===== config.mk =====
export PLATFORM = sky130hd
export DESIGN_NAME = auto_shift_controller
export DESIGN_NICKNAME = d
export VERILOG_FILES = /design/src/rtl/auto_shift_controller_pkg.sv /design/src/rtl/auto_shift_controller_shift_timer.sv /design/src/rtl/auto_shift_controller.sv
export SDC_FILE = /design/constraint.sdc
export NUM_CORES = 1
export LEC_CHECK = 0
export BUFFER_PORTS_ARGS = -buffer_cell sky130_fd_sc_hd__buf_2
export CORE_MARGIN = 8
export CORE_UTILIZATION = 60
export CTS_BUF_LIST = sky130_fd_sc_hd__clkbuf_8
export CTS_CLUSTER_SIZE = 10
export DETAILED_ROUTE_END_ITERATION = 8
export GPL_TIMING_DRIVEN = 0
export HOLD_SLACK_MARGIN = 0.03
export PLACE_DENSITY_LB_ADDON = 0.08
export SYNTH_ARGS = -nofsm -noshare
export SYNTH_HDL_FRONTEND = slang
export SYNTH_SLANG_ARGS = --single-unit
export TNS_END_PERCENT = 100

===== constraint.sdc =====
create_clock -name clk -period 4.4 [get_ports clk]
set_input_delay 0.44 -clock clk [delete_from_list [all_inputs] [get_ports clk]]
set_output_delay 0.44 -clock clk [all_outputs]
set_load 0.03 [all_outputs]

===== src/rtl/auto_shift_controller_pkg.sv =====
// Shared gear, shift-code and FSM-state definitions for the transmission path.
// The transmission and RPM model import the same encodings.
package auto_shift_controller_pkg;

  localparam logic [3:0] GEAR_1 = 4'b0001;
  localparam logic [3:0] GEAR_2 = 4'b0010;
  localparam logic [3:0] GEAR_3 = 4'b0100;
  localparam logic [3:0] GEAR_4 = 4'b1000;

  localparam logic [1:0] SHIFT_NONE = 2'b00;
  localparam logic [1:0] SHIFT_UP   = 2'b10;
  localparam logic [1:0] SHIFT_DN   = 2'b01;

  localparam logic [1:0] PEDAL_ACCEL = 2'b10;
  localparam logic [1:0] PEDAL_DECEL = 2'b01;

  typedef enum logic [1:0] {
    CRUISE  = 2'd0,
    QUAL_UP = 2'd1,
    QUAL_DN = 2'd2,
    LOCKOUT = 2'd3
  } shift_state_e;

endpackage


===== src/rtl/auto_shift_controller_shift_timer.sv =====
// Loadable 32-bit up-counter with clear and enable; flags the last count before TERMINAL.
// Used both as the dwell qualifier and as the post-shift lockout timer.
module shift_timer #(
  parameter logic [31:0] TERMINAL = 32'd1
) (
  input  logic        clk,
  input  logic        rst_n,
  input  logic        i_clear,
  input  logic        i_load,
  input  logic [31:0] i_loadVal,
  input  logic        i_en,
  output logic        o_tc
);

  logic [31:0] r_count;

  always_ff @(posedge clk or negedge rst_n) begin
    if (!rst_n) begin
      r_count <= '0;
    end else if (i_clear) begin
      r_count <= '0;
    end else if (i_load) begin
      r_count <= i_loadVal;
    end else if (i_en) begin
      r_count <= r_count + 32'd1;
    end
  end

  assign o_tc = (r_count == TERMINAL - 32'd1);

endmodule


===== src/rtl/auto_shift_controller.sv =====
// Automatic gearbox controller: qualifies rpm against thresholds, steps one gear per
// decision, pulses shift_req and holds off further decisions during a lockout window.
module auto_shift_controller
  import auto_shift_controller_pkg::*;
#(
  parameter logic [31:0] UP_RPM         = 32'h0003_FFFF,
  parameter logic [31:0] DOWN_RPM       = 32'h0000_03FF,
  parameter logic [31:0] QUAL_CYCLES    = 32'd1000,
  parameter logic [31:0] LOCKOUT_CYCLES = 32'd5000000
) (
  input  logic        clk,
  input  logic        rst_n,
  input  logic        auto,
  input  logic [31:0] rpm,
  input  logic [1:0]  pedals,
  output logic [3:0]  gears,
  output logic [1:0]  shift_req,
  output logic        locked
);

  shift_state_e r_state;
  logic [3:0]   r_gears;
  logic [1:0]   r_shiftReq;
  logic         r_locked;

  logic w_upCond;
  logic w_dnCond;
  logic w_commitUp;
  logic w_commitDn;
  logic w_qualClear;
  logic w_qualLoad;
  logic w_qualEn;
  logic w_qualTc;
  logic w_lockClear;
  logic w_lockEn;
  logic w_lockTc;

  // Gear limits and the opposing pedal mask each direction independently.
  assign w_upCond = auto && (rpm > UP_RPM) && (r_gears != GEAR_4) && (pedals != PEDAL_DECEL);
  assign w_dnCond = auto && (rpm < DOWN_RPM) && (r_gears != GEAR_1) && (pedals != PEDAL_ACCEL);

  always_comb begin
    w_commitUp = 1'b0;
    w_commitDn = 1'b0;
    unique case (r_state)
      CRUISE: begin
        w_commitUp = w_upCond && (QUAL_CYCLES == 32'd1);
        w_commitDn = !w_upCond && w_dnCond && (QUAL_CYCLES == 32'd1);
      end
      QUAL_UP: w_commitUp = w_upCond && w_qualTc;
      QUAL_DN: w_commitDn = w_dnCond && w_qualTc;
      default: ;
    endcase
  end

  // The qualify count restarts at 1 on entry and drops to 0 whenever dwell is broken or committed.
  assign w_qualLoad  = (r_state == CRUISE) && (w_upCond || w_dnCond) && !w_commitUp && !w_commitDn;
  assign w_qualEn    = (((r_state == QUAL_UP) && w_upCond) || ((r_state == QUAL_DN) && w_dnCond))
                       && !w_commitUp && !w_commitDn;
  assign w_qualClear = !w_qualLoad && !w_qualEn;
  assign w_lockEn    = (r_state == LOCKOUT) && !w_lockTc;
  assign w_lockClear = !w_lockEn;

  shift_timer #(.TERMINAL(QUAL_CYCLES)) u_qualTimer (
    .clk       (clk),
    .rst_n     (rst_n),
    .i_clear   (w_qualClear),
    .i_load    (w_qualLoad),
    .i_loadVal (32'd1),
    .i_en      (w_qualEn),
    .o_tc      (w_qualTc)
  );

  shift_timer #(.TERMINAL(LOCKOUT_CYCLES)) u_lockTimer (
    .clk       (clk),
    .rst_n     (rst_n),
    .i_clear   (w_lockClear),
    .i_load    (1'b0),
    .i_loadVal (32'd0),
    .i_en      (w_lockEn),
    .o_tc      (w_lockTc)
  );

  always_ff @(posedge clk or negedge rst_n) begin
    if (!rst_n) begin
      r_state    <= CRUISE;
      r_gears    <= GEAR_1;
      r_shiftReq <= SHIFT_NONE;
      r_locked   <= 1'b0;
    end else begin
      r_shiftReq <= SHIFT_NONE;
      if (w_commitUp) begin
        r_gears    <= {r_gears[2:0], 1'b0};
        r_shiftReq <= SHIFT_UP;
        r_locked   <= 1'b1;
        r_state    <= LOCKOUT;
      end else if (w_commitDn) begin
        r_gears    <= {1'b0, r_gears[3:1]};
        r_shiftReq <= SHIFT_DN;
        r_locked   <= 1'b1;
        r_state    <= LOCKOUT;
      end else begin
        unique case (r_state)
          CRUISE: begin
            if (w_upCond) r_state <= QUAL_UP;
            else if (w_dnCond) r_state <= QUAL_DN;
          end
          QUAL_UP: if (!w_upCond) r_state <= CRUISE;
          QUAL_DN: if (!w_dnCond) r_state <= CRUISE;
          LOCKOUT: begin
            if (w_lockTc) begin
              r_state  <= CRUISE;
              r_locked <= 1'b0;
            end
          end
          default: r_state <= CRUISE;
        endcase
      end
    end
  end

  assign gears     = r_gears;
  assign shift_req = r_shiftReq;
  assign locked    = r_locked;

endmodule


==> metrics <==
largest net degree at the start of global routing=67; DIE AREA=0.00975 mm2; Largest stage delay, worst path=0.67 ns; row count=30; Total Neg Setup Slack=0 ns; crit path from=u_qualTimer.r_count[0]; final net count=509; CP cell instances=ha_1, nor4bb_1, nand4_1, nor2_2, dlygate4sd1_1, nor3_2; RSZ-0062 raised after global routing=no; area fraction of the dominant cell type after synthesis=0.439; Final period util=0.560; setup ws final=1.93 ns; Max Fclk=406 MHz; die width=98.7 um; Max clock buf depth=2; R2R setup slack=around 1.9 ns; Cell Pwr Density=286 mW/mm2; Area growth syn-to-layout=14.6%; Synth area leader=dfrtp_1; GP Congestion=0.814; Fin. Hold Viols=0; Final Critical Period=2.47 ns; prevailing post-synth register cell=dfrtp_1; vias per cell=approximately 6; Crit Path Max Fanout=10; crit path DAT=2.68 ns; Clock Skew=0.0106 ns; hold buffers post-CTS=1; vias in the first global route=3338; Final Max Tran Viols=0; clk sink count=73; Via Count=3258; max_cap viols=0; First-pass DRT Iterations=4; Netlist Area Pre-Place=0.00411 mm2; Synth area leaders=dfrtp_1, xnor2_1, nor3_2; outcome=finished, final reports clean; Crit-path slowest cell=dlygate4sd1_1; overall global routing resource usage=0.193; Post-DP HPWL=6160 um; Syn Nets=453; R2R cell count=6; Post-Route WL=between 8000 and 9000 um; DR iter-0 viols=124; count of final setup violators=0; n_diodes=0; CTS Buf Count=9; Ports=44; r2r startpoint=u_qualTimer.r_count[0]; Worst-Margin Slew=0.650 ns; Synth Area in Adders=0.00609; H-tree Lvls=3; Setup crit end kind=flop; clock latency on the worst-skew pair=between 0.3 and 0.4 ns; core area=0.00672 mm2; first-pass GRT wire length=15300 um; setup bufs post-CTS=0; Synth Area per Inst=9.92 um2; register bit total from synthesis=73; most common cell after layout, fill and taps aside=dfrtp_1; sequential-to-total area share from yosys stat=0.445; Initial Util=0.611; Max-slew headroom=0.567; Worst Setup Path Type=flop to flop; leakage=0.00183 uW; share of layout cells above drive strength 1=0.240; initial antenna violation count=0; post-synthesis mux area share=0; clock-pin slew on the worst setup and hold paths=approximately 0.080 ns; routed len/inst=15.8 um; Final ANT Viol Nets=0; Compound-Gate Fraction of Synth Area=0.0317; commonest cells after routing, fill and taps aside=dfrtp_1, nor2_1, buf_2, xnor2_1, nand3_1; Yosys cell types=48; number of synthesized flops with an enable pin=0; pre-CTS worst setup slack=1.98 ns; clk root buf=clkbuf_8; Die Ht=98.7 um; Hold/Removal Path Class=input port to asynchronous set/reset pin; CTS tree=done; largest family of logic cells by synthesized area=simple AND/OR/NAND/NOR gates; crit start category=flop; Async SR Flop Fraction=1.00; simple-gate share of the synthesized area=0.353; total grt overflow=0; DRC violations left=0; YS warnings=0; Crit Reg-Reg Endpoint=u_qualTimer.r_count[23]; port buffer count=43; fillers=roughly 530; XOR/XNOR Fraction of Synth Area=0.128; worst vdd ir=approximately 210 uV; Critical Path RT=4.61 ns; cells after synthesis=414; cts repair resizes=0; CP endpoint=u_qualTimer.r_count[23]
## cells in the mapped netlist, types with 2 or more instances
cell           instances
o21ai_0                3
xor2_1                12
nand3_1               28
dfrtp_1               72
clkbuf_1               6
nor4bb_1               2
a22oi_1                3
buf_6                  3
nor2_1                51
inv_1                 12
ha_1                   2
buf_2                  6
nand2_1               21
o211ai_1               4
and4_1                12
nor3_2                27
nor3_4                 3
nor3_1                25
nand4_1               20
xnor2_1               48
dlygate4sd1_1          2
nor4_1                17
nor4b_1                5
and2_2                 2
and2_1                 3
and3_1                 2
o31ai_1                2
## metal layers
| layer | track usage | routed length, um | up-vias |
|---|---|---|---|
| li1 | - | - | 1593 |
| met1 | 0.221 | 3830 | 1603 |
| met2 | 0.342 | 4560 | 46 |
| met3 | 0.0310 | 201 | 16 |
| met4 | 0.0945 | 189 | 0 |
| met5 | 0 | 0 | - |
## registers in the layout (all words and copies together), names as in the netlist
register	flops
shift_req	2
gears	4
u_qualTimer.r_count	32
locked	1
u_lockTimer.r_count	32
r_state	2
## worst min-delay path by stage
stage / from / end / depth (start not counted)
after floorplan: rst_n / gears[1] / 0
after global placement: u_lockTimer.r_count[0] / u_lockTimer.r_count[0] / 1
after detailed placement: rst_n / u_qualTimer.r_count[7] / 1
after CTS: rst_n / u_qualTimer.r_count[7] / 2
after global routing: rst_n / u_qualTimer.r_count[7] / 2
final: rst_n / shift_req[1] / 2
## cell type report
| type | count | area, um2 | share of cell area |
|---|---|---|---|
| Multi-Input combinational cell | 312 | 2130 | 0.453 |
| Sequential cell | 73 | 1830 | 0.389 |
| Timing Repair Buffer | 45 | 255 | 0.0543 |
| Clock buffer | 9 | 124 | 0.0263 |
| Clock inverter | 7 | 119 | 0.0253 |
| Buffer | 17 | 104 | 0.0221 |
| Tap cell | 80 | 100 | 0.0213 |
| Inverter | 12 | 45.0 | 0.00957 |
## cells by family after synthesis
logic type	count (synthesis)
buffers and inverters	29
XOR/XNOR	60
AO/OA/AOI/OAI	17
AND/OR/NAND/NOR	233
flip-flops	73
adder cells (fa/ha/maj)	2
## critical path, delay by kind of cell, from the launching register on
| family | cells | cell delay, ns |
|---|---|---|
| buf+inv | 1 | 0.67 |
| simple gates | 4 | 0.95 |
| flops | 1 | 0.43 |
| fa+ha+maj | 1 | 0.27 |
## stage by stage
stage / instance area (um2) / utilization / hold slack (ns) / total power (uW) / cells
3_3_place_gp: 4420 / 0.658 / 0.470 / 717 / 537
5_1_grt: 4700 / 0.700 / 0.455 / 1390 / 555
6_report: 4700 / 0.700 / 0.445 / 1340 / 555
2_1_floorplan: 4110 / - / 0.144 / 688 / 414
3_5_place_dp: 4450 / 0.663 / 0.276 / 721 / 538
4_1_cts: 4700 / 0.700 / 0.428 / 1360 / 555
## report_power, final
part / switching, uW / internal [uW] / leakage, uW
combinational: 19.8 / 17.0 / 0.000717
sequential: 0 / 670 / 0.000987
clock: 259 / 377 / 0.000121
No activity file was read; power rests on OpenSTA's default activity.
